$ cat config.mk
export PLATFORM = sky130hd
export DESIGN_NAME = fetch_stage
export DESIGN_NICKNAME = d
export VERILOG_FILES = /design/src/rtl/fetch_stage.sv
export SDC_FILE = /design/constraint.sdc
export NUM_CORES = 1
export LEC_CHECK = 0
export BUFFER_PORTS_ARGS = -buffer_cell sky130_fd_sc_hd__buf_2
export CAP_MARGIN = 5
export CORE_ASPECT_RATIO = 1.25
export CORE_MARGIN = 5
export CORE_UTILIZATION = 25
export CTS_BUF_LIST = sky130_fd_sc_hd__clkbuf_8
export DETAILED_ROUTE_END_ITERATION = 10
export GPL_ROUTABILITY_DRIVEN = 0
export PLACE_DENSITY = 0.4
export SYNTH_ARGS = -nofsm -noshare
export SYNTH_HDL_FRONTEND = slang
export SYNTH_SLANG_ARGS = --single-unit
export TNS_END_PERCENT = 30
$ cat constraint.sdc
create_clock -name clk -period 7.14 [get_ports clk]
set_input_delay 0.357 -clock clk [delete_from_list [all_inputs] [get_ports clk]]
set_output_delay 0.357 -clock clk [all_outputs]
set_load 0.05 [all_outputs]
$ cat src/rtl/fetch_stage.sv
// Instruction fetch stage: owns the PC, issues credit-limited imem reads and
// buffers up to two returned words in order for decode; redirects flush everything.
module fetch_stage #(
  parameter logic [31:0] RESET_PC = 32'h0000_0000
) (
  input  logic        clk,
  input  logic        rst,
  output logic        imem_req_valid,
  input  logic        imem_req_ready,
  output logic [31:0] imem_req_addr,
  input  logic        imem_resp_valid,
  input  logic [31:0] imem_resp_data,
  input  logic        redirect_valid,
  input  logic [31:0] redirect_pc,
  output logic        instr_valid,
  input  logic        instr_ready,
  output logic [31:0] instruction,
  output logic [31:0] instr_pc
);

  logic [31:0] pc;
  logic [1:0]  outstanding;
  logic [1:0]  drop;
  logic [1:0]  occupancy;
  logic [31:0] fifo_data [2];
  logic [31:0] fifo_pc   [2];
  logic        head;
  logic [31:0] inflight_addr [2];
  logic        inflight_wr;
  logic        inflight_rd;

  logic        req_fire;
  logic        resp_fire;
  logic        deq;
  logic        enq;
  logic        wr_idx;
  logic [2:0]  credit_used;
  logic        unused_redirect_lsbs;

  assign unused_redirect_lsbs = ^redirect_pc[1:0];

  // Outstanding requests and queued words share two credits, so the FIFO can never overflow.
  assign credit_used    = {1'b0, outstanding} + {1'b0, occupancy};
  assign imem_req_valid = !rst && !redirect_valid && (credit_used < 3'd2);
  assign imem_req_addr  = pc;

  assign req_fire  = imem_req_valid & imem_req_ready;
  assign resp_fire = imem_resp_valid;
  assign deq       = instr_valid & instr_ready & !redirect_valid;
  assign enq       = resp_fire & (drop == 2'd0) & !redirect_valid;
  assign wr_idx    = head ^ occupancy[0];

  assign instr_valid = (occupancy != 2'd0);
  assign instruction = fifo_data[head];
  assign instr_pc    = fifo_pc[head];

  always_ff @(posedge clk or posedge rst) begin
    if (rst) begin
      pc <= RESET_PC;
    end else if (redirect_valid) begin
      pc <= {redirect_pc[31:2], 2'b00};
    end else if (req_fire) begin
      pc <= pc + 32'd4;
    end
  end

  always_ff @(posedge clk or posedge rst) begin
    if (rst) begin
      outstanding <= '0;
      drop        <= '0;
    end else begin
      outstanding <= outstanding + {1'b0, req_fire} - {1'b0, resp_fire};
      // Everything still in flight at a redirect belongs to the old stream.
      if (redirect_valid) begin
        drop <= outstanding - {1'b0, resp_fire};
      end else if (resp_fire && (drop != 2'd0)) begin
        drop <= drop - 2'd1;
      end
    end
  end

  always_ff @(posedge clk or posedge rst) begin
    if (rst) begin
      for (int unsigned i = 0; i < 2; i++) begin
        inflight_addr[i] <= '0;
      end
      inflight_wr <= 1'b0;
      inflight_rd <= 1'b0;
    end else begin
      if (req_fire) begin
        inflight_addr[inflight_wr] <= pc;
        inflight_wr                <= ~inflight_wr;
      end
      if (resp_fire) begin
        inflight_rd <= ~inflight_rd;
      end
    end
  end

  always_ff @(posedge clk or posedge rst) begin
    if (rst) begin
      for (int unsigned i = 0; i < 2; i++) begin
        fifo_data[i] <= '0;
        fifo_pc[i]   <= '0;
      end
      head      <= 1'b0;
      occupancy <= '0;
    end else begin
      if (enq) begin
        fifo_data[wr_idx] <= imem_resp_data;
        fifo_pc[wr_idx]   <= inflight_addr[inflight_rd];
      end
      if (deq) begin
        head <= ~head;
      end
      if (redirect_valid) begin
        occupancy <= '0;
      end else if (enq && !deq) begin
        occupancy <= occupancy + 2'd1;
      end else if (deq && !enq) begin
        occupancy <= occupancy - 2'd1;
      end
    end
  end

endmodule
# After elaboration in Yosys (flattened, before gate mapping)
# Cells that the tools add are included.
# word_totals
n_memories,0
register_bits,233
input_bits,70
ram_bits,0
romBits,0
word_cells,81
latchBits,0
# classes
div,0
n_reduce_logical,17
shift,0
n_eq_ne,0
magnitude_cmp,7
n_addsub,8
mul,0
n_mux,23
n_bitwise,13
# op_table
op,count
$mux 32,13
$bwmux 64,3
$demux 32 s1,2
$add 32x3->32 const B,1
$mux 2,5
$ge 2x2->1 const B,4
$not 1->2,4
$reduce_bool 2->1,4
$logic_and 1x1->1,7
$and 1x1->1,5
$logic_not 1->1,4
$lt 2x1->1 const B,2
$sub 2x1->2,2
$sub 2x1->2 const B,2
$add 2x2->3,1
$lt 3x2->1 const B,1
$not 1->1,3
$reduce_bool 3->1,1
$add 2x1->2,1
$add 2x1->2 const B,1
$logic_not 2->1,1
$xor 1x1->1,1

# Logic depth before layout (Yosys ltp)
# Gate-level depths: netlist of the first run.
# depth
word_depth,8
depth_mapped,12

# Worst setup path before layout of the first run
# Ideal clock, no wire load.
# synth_path
kind,register to register
start,register occupancy[0]
end,register outstanding[1]
path_slack_ns,3.904
n_path_buf,2
t_required_ns,7.017
path_stages_with_launch,13
synth_period_minus_slack_ns,3.236
arrival_ns,3.113
path_cell_list,dfrtp_1 -> and2_1 -> fa_1 -> nor4_4 -> and2_2 -> buf_4 -> inv_1 -> buf_2 -> ha_1 -> inv_1 -> ha_1 -> xnor2_1 -> xnor2_1
# synth_between
elab_chain_cells,6
# synth_rtl
item,line,source
from (decl),24,logic [1:0] occupancy;
from (signal assigned),119,occupancy <= occupancy + 2'd1;
from (signal assigned),121,occupancy <= occupancy - 2'd1;
$add 2x2->3,43,"assign credit_used = {1'b0, outstanding} + {1'b0, occupancy};"
$lt 3x2->1,44,assign imem_req_valid = !rst && !redirect_valid && (credit_used < 3'd2);
$logic_and 1x1->1,44,
net imem_req_valid,8,"output logic imem_req_valid,"
$and 1x1->1,47,assign req_fire = imem_req_valid & imem_req_ready;
$add 2x1->2,72,"outstanding <= outstanding + {1'b0, req_fire} - {1'b0, resp_fire};"
$sub 2x1->2,72,
to (signal assigned),72,
to (decl),22,logic [1:0] outstanding;
# The timed path passes the listed nets, and every way through them passes these cells.
# A chain may end at the register's enable or synchronous reset.

# Worst setup path in the final report of the first run
# layout_path
start,register occupancy[0]
end,register inflight_addr[57] (netlist name)
# layout_between
elab_chain_cells,4
# layout_rtl
item,line,source
$add 2x2->3,43,
$lt 3x2->1,44,
$logic_and 1x1->1,44,
$and 1x1->1,47,
"to (signal, indexed assignment)",91,inflight_addr[inflight_wr] <= pc;
to (decl),28,logic [31:0] inflight_addr [2];
# No other way between the ends.

==> results.txt, run 1 <==
Status: finished with violations
Failing checks: hold timing
ANT nets after route: 0
Die width: 189 um
WP data arrival: 3.73 ns
Sequential-to-total area share from yosys stat: 0.555
Fmax: 303 MHz
Row cnt: 82
H-tree levels: 2
CTS Buf Count: 41
Final Util: 0.306
First DRT Iteration DRCs: 371
Post-synth top flop: dfrtp_1
Worst R2R Start: occupancy[0]$_DFFE_PP0P_
Number of global-route vias before repair: 7527
DRT Wirelength: 27.7 mm
Hpwl dp: 17.9 mm
DR vias/cell: 4.54
Gr usage total: 0.125
# Post-CTS Setup Buffers: 0
Post-Syn Instances: 833
Final worst slack: 3.84 ns
Clock-pin slew on the worst setup and hold paths: 0.06 ns
Detailed Routing Iterations Pass 1: 6
Avg WL per Cell: 18.0 um
Root Driver: clkbuf_8
Skew-Pair Late Insertion Delay: 0.55 ns
Final setup viols: 0
Most frequent cells in the layout: dfrtp_1, mux2_2, buf_2, nor2_1, a21oi_1
TritonCTS clock tree: built
Vias: 6984
Yosys warning total: 0
Minimum clock period: 3.30 ns
# fillers: 4139
Worst slew pin tran: 1.09 ns
Port bufs: 161
Yosys cell types: 44
I/O pin total: 168
Period utilisation layout: 0.463
Synthesis-to-finish area growth: 21.5%
Sequential Area: 5590 um^2
First-pass GRT wire length: 43.7 mm
R2R Setup Slk: 3.84 ns
Slowest CP cell: nand2b_2
Critical path type: register to register
Minimum hold slack: -0.00418 ns
Critical path cell sequence: and2_1 > fa_1 > nor4_4 > and2_2 > nand2b_2 > mux2_2
Unrepaired setup endpoints after global routing: false
Post-synth EDFFs: 0
Startpoint Class: register
Area taken by multi-input logic gates: 4210 um^2
Final slew viol count: 0
R2R depth: 6
Synthesized cell area: 10100 um^2
CP endpoint: inflight_addr[57]$_DFFE_PP0P_
Normalized max-slew margin: 0.274
Synthesized flop and latch total: 223
PwrDens: 496 nW/um^2
Ys async rst share: 1.00
Req. time, crit path: 7.56 ns
Crit. End Element: register
Total gr overflow: 0
CP Launch Point: occupancy[0]$_DFFE_PP0P_
Clock Skews: 0.0126 ns
Initial Util: 0.252
Largest net degree at the start of global routing: 114
Static leakage: 5.61 nW
Maximum root-to-sink buffer count: 3
Nets: 1080
Die area: 44400 um^2
Max Fanout on Critical Path: 35
Slowest cell delay on critical path: 0.68 ns
Hold buffers post-CTS: 8
Layout cell share with drive strength beyond 1: 0.405
Die Y-Extent: 234 um
Commonest non-fill, non-tap cell in the layout: dfrtp_1
Hold violation count in the final report: 1
Maximum VDD drop: 0.000227 V
Mapped Avg Cell Area: 12.1 um^2
Maximum capacitance violations: 0
Clk sink count: 223
Initial antenna violation count: 5
Post-route DRC: 0
Setup TNS: 0 ns
Hold crit path type: input port to async pin
Reg2reg end: inflight_addr[57]$_DFFE_PP0P_
Core Box Area: 39900 um^2
Cts repair resizes: 0
DP Worst Slack: 3.82 ns
how the worst min path moves through the flow:
stage	from	endpoint	slack [ns]
floorplan	imem_resp_valid	inflight_rd$_DFFE_PP0P_	0.44
finish	rst	occupancy[0]$_DFFE_PP0P_	-0.004
detailed placement	inflight_addr[53]$_DFFE_PP0P_	inflight_addr[53]$_DFFE_PP0P_	0.47
global placement	inflight_addr[14]$_DFFE_PP0P_	inflight_addr[14]$_DFFE_PP0P_	0.46
global route	imem_resp_valid	inflight_rd$_DFFE_PP0P_	0.01
CTS	imem_resp_data[25]	fifo_data[57]$_DFFE_PP0P_	0.00002
layout make-up:
type | count | share of cell area
antenna | 2 | 0.000409
clock buffer | 49 | 0.0552
clock inverter | 21 | 0.00911
inverter | 12 | 0.00430
multi-input combinational | 548 | 0.344
sequential | 223 | 0.457
tap | 504 | 0.0516
timing repair buffer | 178 | 0.0780
critical path, delay by kind of cell, from the launching register on:
kind          cells  cell delay [ns]
fa+ha+maj         1             0.48
mux               1             0.50
simple gates      4             1.74
flops             1             0.45
cells by family after synthesis:
kind of cell | after synthesis | synth area share
xor+xnor | 9 | 0.00784
simple gates | 185 | 0.0892
mux | 212 | 0.233
buf+inv | 65 | 0.0289
other cells | 1 | 0.000373
compound gates | 132 | 0.0775
flops | 223 | 0.555
fa+ha+maj | 6 | 0.00821
registers in the layout (all words and copies together), names as in the netlist:
signal         count
fifo_data         64
outstanding        2
head               1
inflight_addr     60
imem_req_addr     30
inflight_wr        1
occupancy          2
fifo_pc           60
drop               2
inflight_rd        1
metrics by stage:
| step | hold slack, ns | std cells | instance area [um^2] | power, mW |
|---|---|---|---|---|
| 5_1_grt | 0.0142 | 1537 | 12200 | 6.49 |
| 3_3_place_gp | 0.463 | 1457 | 11400 | 4.92 |
| 2_1_floorplan | 0.444 | 836 | 10100 | 4.35 |
| 4_1_cts | 0.0000223 | 1535 | 12200 | 6.20 |
| 3_5_place_dp | 0.473 | 1457 | 11400 | 4.95 |
| 6_report | -0.00418 | 1537 | 12200 | 6.06 |
Yosys cell counts (all sizes together) (2+ instances only):
cell type  number  area (um^2)
a21oi          67          335
o21ai          28          140
a22oi           2         15.0
buf            40          196
xor2            4         35.0
nand2          53          209
and3            6         37.5
nor2           77          289
nand4           9         77.6
nor3b           2         15.0
or2             2         12.5
a32oi           3         26.3
o211ai          9         67.6
o311ai         13          114
mux2i          34          340
clkbuf         13         48.8
a221o           4         40.0
xnor2           5         43.8
dfrtp         223         5580
ha              5         62.6
nand2b          3         18.8
inv            12         45.0
nor4            4         70.1
and2            6         38.8
a31oi           4         25.0
mux2          178         2000
or4             3         22.5
nand3          16         80.1
layer usage:
layer | part of all wire | global-route usage | vias to the layer above
met4 | 0.026 | 0.0450 | 6
li1 | - | - | 3303
met5 | 0.0010 | 0 | -
met2 | 0.49 | 0.211 | 145
met3 | 0.055 | 0.0353 | 55
met1 | 0.43 | 0.153 | 3475
report_power, final:
part | leakage [nW] | internal [mW] | switching [mW]
Clock | 0.465 | 0.653 | 0.536
Combinational | 2.43 | 0.965 | 1.65
Sequential | 2.72 | 1.82 | 0.438
No activity file was read; power rests on OpenSTA's default activity.
==> run 2, diff against run 1 <==
--- a/config.mk
+++ b/config.mk
@@ -13,7 +13,7 @@
 export CTS_BUF_LIST = sky130_fd_sc_hd__clkbuf_8
 export DETAILED_ROUTE_END_ITERATION = 10
 export GPL_ROUTABILITY_DRIVEN = 0
-export PLACE_DENSITY = 0.4
+export PLACE_DENSITY = 0.41
 export SYNTH_ARGS = -nofsm -noshare
 export SYNTH_HDL_FRONTEND = slang
 export SYNTH_SLANG_ARGS = --single-unit
==> constraint.sdc (replaced) <==
create_clock -name clk -period 2.9 [get_ports clk]
set_input_delay 0.145 -clock clk [delete_from_list [all_inputs] [get_ports clk]]
set_output_delay 0.145 -clock clk [all_outputs]
set_load 0.05 [all_outputs]
==> results.txt, run 2 (same netlist as run 1, synthesis figures left out) <==
Hold crit path type: input port to register
WP data arrival: 3.13 ns
Reg with most FFs: fifo_data
Total placed instance area: 11600 um^2
Detailed Routing Iterations Pass 1: 4
First-pass GRT wire length: 44.8 mm
Number of global-route vias before repair: 7719
DR vias/cell: 4.53
Normalized max-slew margin: 0.576
Core Box Area: 39900 um^2
Fin area: 13100 um^2
Startpoint Class: register
Maximum VDD drop: 0.000467 V
Die width: 189 um
Final slew viol count: 0
Root Driver: clkbuf_8
Hpwl dp: 19.0 mm
CP Launch Point: outstanding[0]$_DFF_PP0_
Synthesis-to-finish area growth: 29.8%
Commonest non-fill, non-tap cell in the layout: dfrtp_1
Fmax: 370 MHz
Static leakage: 5.94 nW
Max Fanout on Critical Path: 13
H-tree levels: 2
Layout cell share with drive strength beyond 1: 0.401
Worst slew pin tran: 0.635 ns
Largest net degree at the start of global routing: 62
Crit. End Element: register
Final worst slack: 0.194 ns
Final Util: 0.327
Non-Filler Instances: 1605
TritonCTS clock tree: built
DRT Wirelength: 28.3 mm
Total power: 15.2 mW
Avg WL per Cell: 17.6 um
ANT nets after route: 0
Minimum hold slack: 0.0421 ns
# fillers: 4135
Gr usage total: 0.128
I/O pin total: 168
Hold violation count in the final report: 0
Most frequent cells in the layout: dfrtp_1, mux2_2, buf_2, nor2_1, a21oi_1
# Post-CTS Setup Buffers: 0
Port bufs: 161
R2R depth: 10
Die area: 44400 um^2
CTS Buf Count: 41
Req. time, crit path: 3.32 ns
Period utilisation layout: 0.933
DP Worst Slack: 0.179 ns
Minimum clock period: 2.71 ns
PwrDens: 1160 nW/um^2
Clock-pin slew on the worst setup and hold paths: 0.06 ns
Post-route DRC: 0
Initial Util: 0.252
Total gr overflow: 0
Clk sink count: 223
First DRT Iteration DRCs: 320
Critical path type: register to register
Nets: 1151
Unrepaired setup endpoints after global routing: false
Die Y-Extent: 234 um
Clock Skews: 0.0282 ns
Sequential Area: 5590 um^2
Skew-Pair Late Insertion Delay: 0.55 ns
R2R Setup Slk: 0.19 ns
Maximum root-to-sink buffer count: 3
Setup TNS: 0 ns
Largest regs: fifo_data: 64 flops, fifo_pc: 60 flops, inflight_addr: 60 flops
Placed cell count: 1471
Status: finished clean
Area taken by multi-input logic gates: 4250 um^2
Row cnt: 82
Worst R2R Start: outstanding[0]$_DFF_PP0_
Largest register FFs: 64
Vias: 7264
Reg2reg end: outstanding[1]$_DFF_PP0_
Final setup viols: 0
CP endpoint: outstanding[1]$_DFF_PP0_
Initial antenna violation count: 2
Cts repair resizes: 0
Maximum capacitance violations: 0
-- run 2: changes by cell type in the layout (fill, tap and decap cells not counted), moves of 2 or more --
cell           previous run  this run
and2_4                    0         2
clkbuf_8                 49        53
ha_4                      0         2
buf_12                    0         9
buf_4                     9        14
dlygate4sd3_1             8        65
inv_1                    28        21
ha_1                      5         3
-- run 2: worst min path at each step --
stage,cells after the start,slack (ns),end,from
2_1_floorplan,1,0.23,inflight_rd$_DFFE_PP0P_,imem_resp_valid
3_3_place_gp,2,0.31,head$_DFFE_PP0P_,rst
3_5_place_dp,2,0.31,head$_DFFE_PP0P_,rst
4_1_cts,4,0.01,imem_req_addr[6]$_DFFE_PP0P_,imem_req_ready
5_1_grt,4,0.07,imem_req_addr[6]$_DFFE_PP0P_,imem_req_ready
6_report,4,0.04,imem_req_addr[6]$_DFFE_PP0P_,imem_req_ready
-- run 2: metal layers --
layer,share of wire,vias up,track usage
met3,0.048,55,0.0293
met1,0.43,3611,0.159
li1,-,3452,-
met2,0.50,144,0.219
met4,0.027,2,0.0455
met5,0.00046,-,0
-- run 2: worst max-delay path, stage by stage (launching register included) --
cell and delay (ns):
dfrtp_1 0.43, and2_4 0.16, fa_1 0.52, nor4_4 0.34, and2_4 0.31, inv_4 0.12, ha_4 0.27, inv_2 0.03
ha_4 0.15, xnor2_2 0.13, xnor2_1 0.12
-- run 2: layout make-up --
cell class              count  share of cell area
flip-flops and latches    223               0.428
multi-input cells         548               0.325
well taps                 504              0.0483
repair buffers            249               0.133
clock buffers              53              0.0559
inverters                  12             0.00393
diodes                      1            0.000192
clock inverters            15             0.00479
-- run 2: power breakdown --
group	switching (mW)	total, mW	internal [mW]
logic	4.35	6.86	2.51
clock network	1.33	2.95	1.62
registers	0.840	5.33	4.49
-- run 2: repair_timing --
| action | in CTS | in global routing |
|---|---|---|
| hold buffers | 65 | 0 |
| endpoints found under the hold margin | 118 | 0 |
| setup endpoints to repair | 0 | 0 |
==> run 3, diff against run 2 <==
==> config.mk (replaced) <==
export PLATFORM = sky130hd
export DESIGN_NAME = fetch_stage
export DESIGN_NICKNAME = d
export VERILOG_FILES = /design/src/rtl/fetch_stage.sv
export SDC_FILE = /design/constraint.sdc
export NUM_CORES = 1
export LEC_CHECK = 0
export CAP_MARGIN = 5
export CORE_ASPECT_RATIO = 1.25
export CORE_MARGIN = 5
export CORE_UTILIZATION = 50
export CTS_BUF_LIST = sky130_fd_sc_hd__clkbuf_8
export DETAILED_ROUTE_END_ITERATION = 10
export DONT_BUFFER_PORTS = 1
export GPL_ROUTABILITY_DRIVEN = 0
export PLACE_DENSITY = 0.66
export SYNTH_ARGS = -nofsm -noshare
export SYNTH_HDL_FRONTEND = slang
export SYNTH_SLANG_ARGS = --single-unit
export TNS_END_PERCENT = 50
==> results.txt, run 3 (same netlist as run 1, synthesis figures left out) <==
Status: finished clean
Startpoint Class: register
Port bufs: 0
# Post-CTS Setup Buffers: 0
Nets: 1006
Die Y-Extent: 169 um
PwrDens: 1210 nW/um^2
DRT Wirelength: 23.4 mm
Critical path type: register to register
Initial Util: 0.504
ANT nets after route: 0
Largest regs: fifo_data: 64 flops, fifo_pc: 60 flops, inflight_addr: 60 flops
Root Driver: clkbuf_8
Largest register FFs: 64
CP endpoint: inflight_addr[2]$_DFFE_PP0P_
Layout cell share with drive strength beyond 1: 0.309
Commonest non-fill, non-tap cell in the layout: dfrtp_1
Maximum capacitance violations: 0
Core Box Area: 20000 um^2
Static leakage: 5.34 nW
Reg2reg end: inflight_addr[2]$_DFFE_PP0P_
Period utilisation layout: 0.938
Worst R2R Start: outstanding[0]$_DFF_PP0_
Sw frac: 0.433
Avg WL per Cell: 19.1 um
First-pass GRT wire length: 38.0 mm
Switching power: 6.32 mW
Normalized max-slew margin: 0.340
Row cnt: 58
# fillers: 1561
Post-route DRC: 0
Worst slew pin tran: 0.991 ns
Die area: 23100 um^2
Most frequent cells in the layout: dfrtp_1, mux2_2, nor2_1, dlygate4sd3_1, a21oi_1
R2R depth: 8
Vias: 6823
Placed cell count: 1089
Crit. End Element: register
Gr usage total: 0.206
Clock Power Share: 0.200
TritonCTS clock tree: built
Clock Skews: 0.0132 ns
Unrepaired setup endpoints after global routing: false
Sequential share of power: 0.370
Minimum hold slack: 0.0469 ns
Largest net degree at the start of global routing: 94
Clk sink count: 223
First DRT Iteration DRCs: 370
Final slew viol count: 0
Req. time, crit path: 3.29 ns
Initial antenna violation count: 2
Maximum VDD drop: 0.000765 V
Number of global-route vias before repair: 7270
Total power: 14.6 mW
H-tree levels: 2
I/O pin total: 168
Clock-pin slew on the worst setup and hold paths: 0.06 ns
Skew-Pair Late Insertion Delay: 0.51 ns
Reg with most FFs: fifo_data
CTS Buf Count: 37
Non-Filler Instances: 1228
CP Launch Point: outstanding[0]$_DFF_PP0_
Internal: 8.30 mW
Maximum root-to-sink buffer count: 3
Fmax: 368 MHz
WP data arrival: 3.11 ns
R2R Setup Slk: 0.18 ns
Die width: 137 um
Minimum clock period: 2.72 ns
Detailed Routing Iterations Pass 1: 4
Synthesis-to-finish area growth: 20.0%
Max Fanout on Critical Path: 14
Hpwl dp: 15.4 mm
Hold violation count in the final report: 0
DR vias/cell: 5.56
Hold crit path type: input port to register
Setup TNS: 0 ns
Total gr overflow: 0
Final setup viols: 0
Comb power frac: 0.430
-- run 3: how the worst min path moves through the flow --
| stage | depth (start not counted) | start | slack (ns) | endpoint |
|---|---|---|---|---|
| floorplan | 1 | imem_resp_valid | 0.23 | inflight_rd$_DFFE_PP0P_ |
| global placement | 1 | rst | 0.09 | fifo_data[36]$_DFFE_PP0P_ |
| detailed placement | 1 | rst | 0.11 | fifo_data[2]$_DFFE_PP0P_ |
| CTS | 4 | imem_resp_valid | 0.02 | occupancy[1]$_DFFE_PP0P_ |
| global route | 3 | imem_req_ready | 0.07 | imem_req_addr[4]$_DFFE_PP0P_ |
| finish | 3 | redirect_valid | 0.05 | drop[0]$_DFFE_PP0P_ |
-- run 3: per-stage QoR --
| step | util | cell area, um^2 | setup slack, ns |
|---|---|---|---|
| floorplan | - | 10100 | -0.322 |
| global placement | 0.527 | 10500 | 0.225 |
| detailed placement | 0.527 | 10500 | 0.136 |
| CTS | 0.604 | 12000 | 0.151 |
| global route | 0.605 | 12100 | 0.0615 |
| finish | 0.605 | 12100 | 0.181 |
-- run 3: layout make-up --
| cell class | count | area [um^2] | area share |
|---|---|---|---|
| diodes | 2 | 5.00 | 0.000415 |
| inverters | 12 | 51.3 | 0.00425 |
| clock inverters | 19 | 166 | 0.0138 |
| clock buffers | 46 | 633 | 0.0525 |
| flip-flops and latches | 223 | 5580 | 0.463 |
| well taps | 270 | 338 | 0.0280 |
| multi-input cells | 548 | 4250 | 0.352 |
| repair buffers | 108 | 1040 | 0.0861 |
-- run 3: power groups by stage --
stage,Clock [mW],Sequential (mW),Combinational [mW]
after floorplan,0,5.26,5.48
after CTS,3.00,5.41,6.35
after global routing,3.17,5.59,6.73
after global placement,0,5.35,6.08
final,2.92,5.40,6.29
after detailed placement,0,5.46,6.23
-- run 3: repair_timing --
| action | CTS | global route |
|---|---|---|
| hold buffers | 71 | 1 |
| resized for setup | 0 | 1 |
| hold endpoints to repair | 123 | 1 |
| endpoints found under the setup margin | 0 | 4 |
-- run 3: layer usage --
| metal | vias up | part of all wire | routed length [um] | global-route usage |
|---|---|---|---|---|
| li1 | 3166 | - | - | - |
| met1 | 3413 | 0.39 | 9130 | 0.247 |
| met2 | 193 | 0.52 | 12100 | 0.353 |
| met3 | 51 | 0.067 | 1560 | 0.0592 |
| met4 | 0 | 0.028 | 661 | 0.0747 |
| met5 | - | 0 | 0 | 0 |
-- run 3: critical path, cell delays in order (launching register included) --
cell,delay [ns]
dfrtp_1,0.42
and2_4,0.16
fa_1,0.52
nor4_4,0.31
and2_4,0.29
buf_12,0.17
nand2_2,0.18
buf_4,0.26
mux2_2,0.28
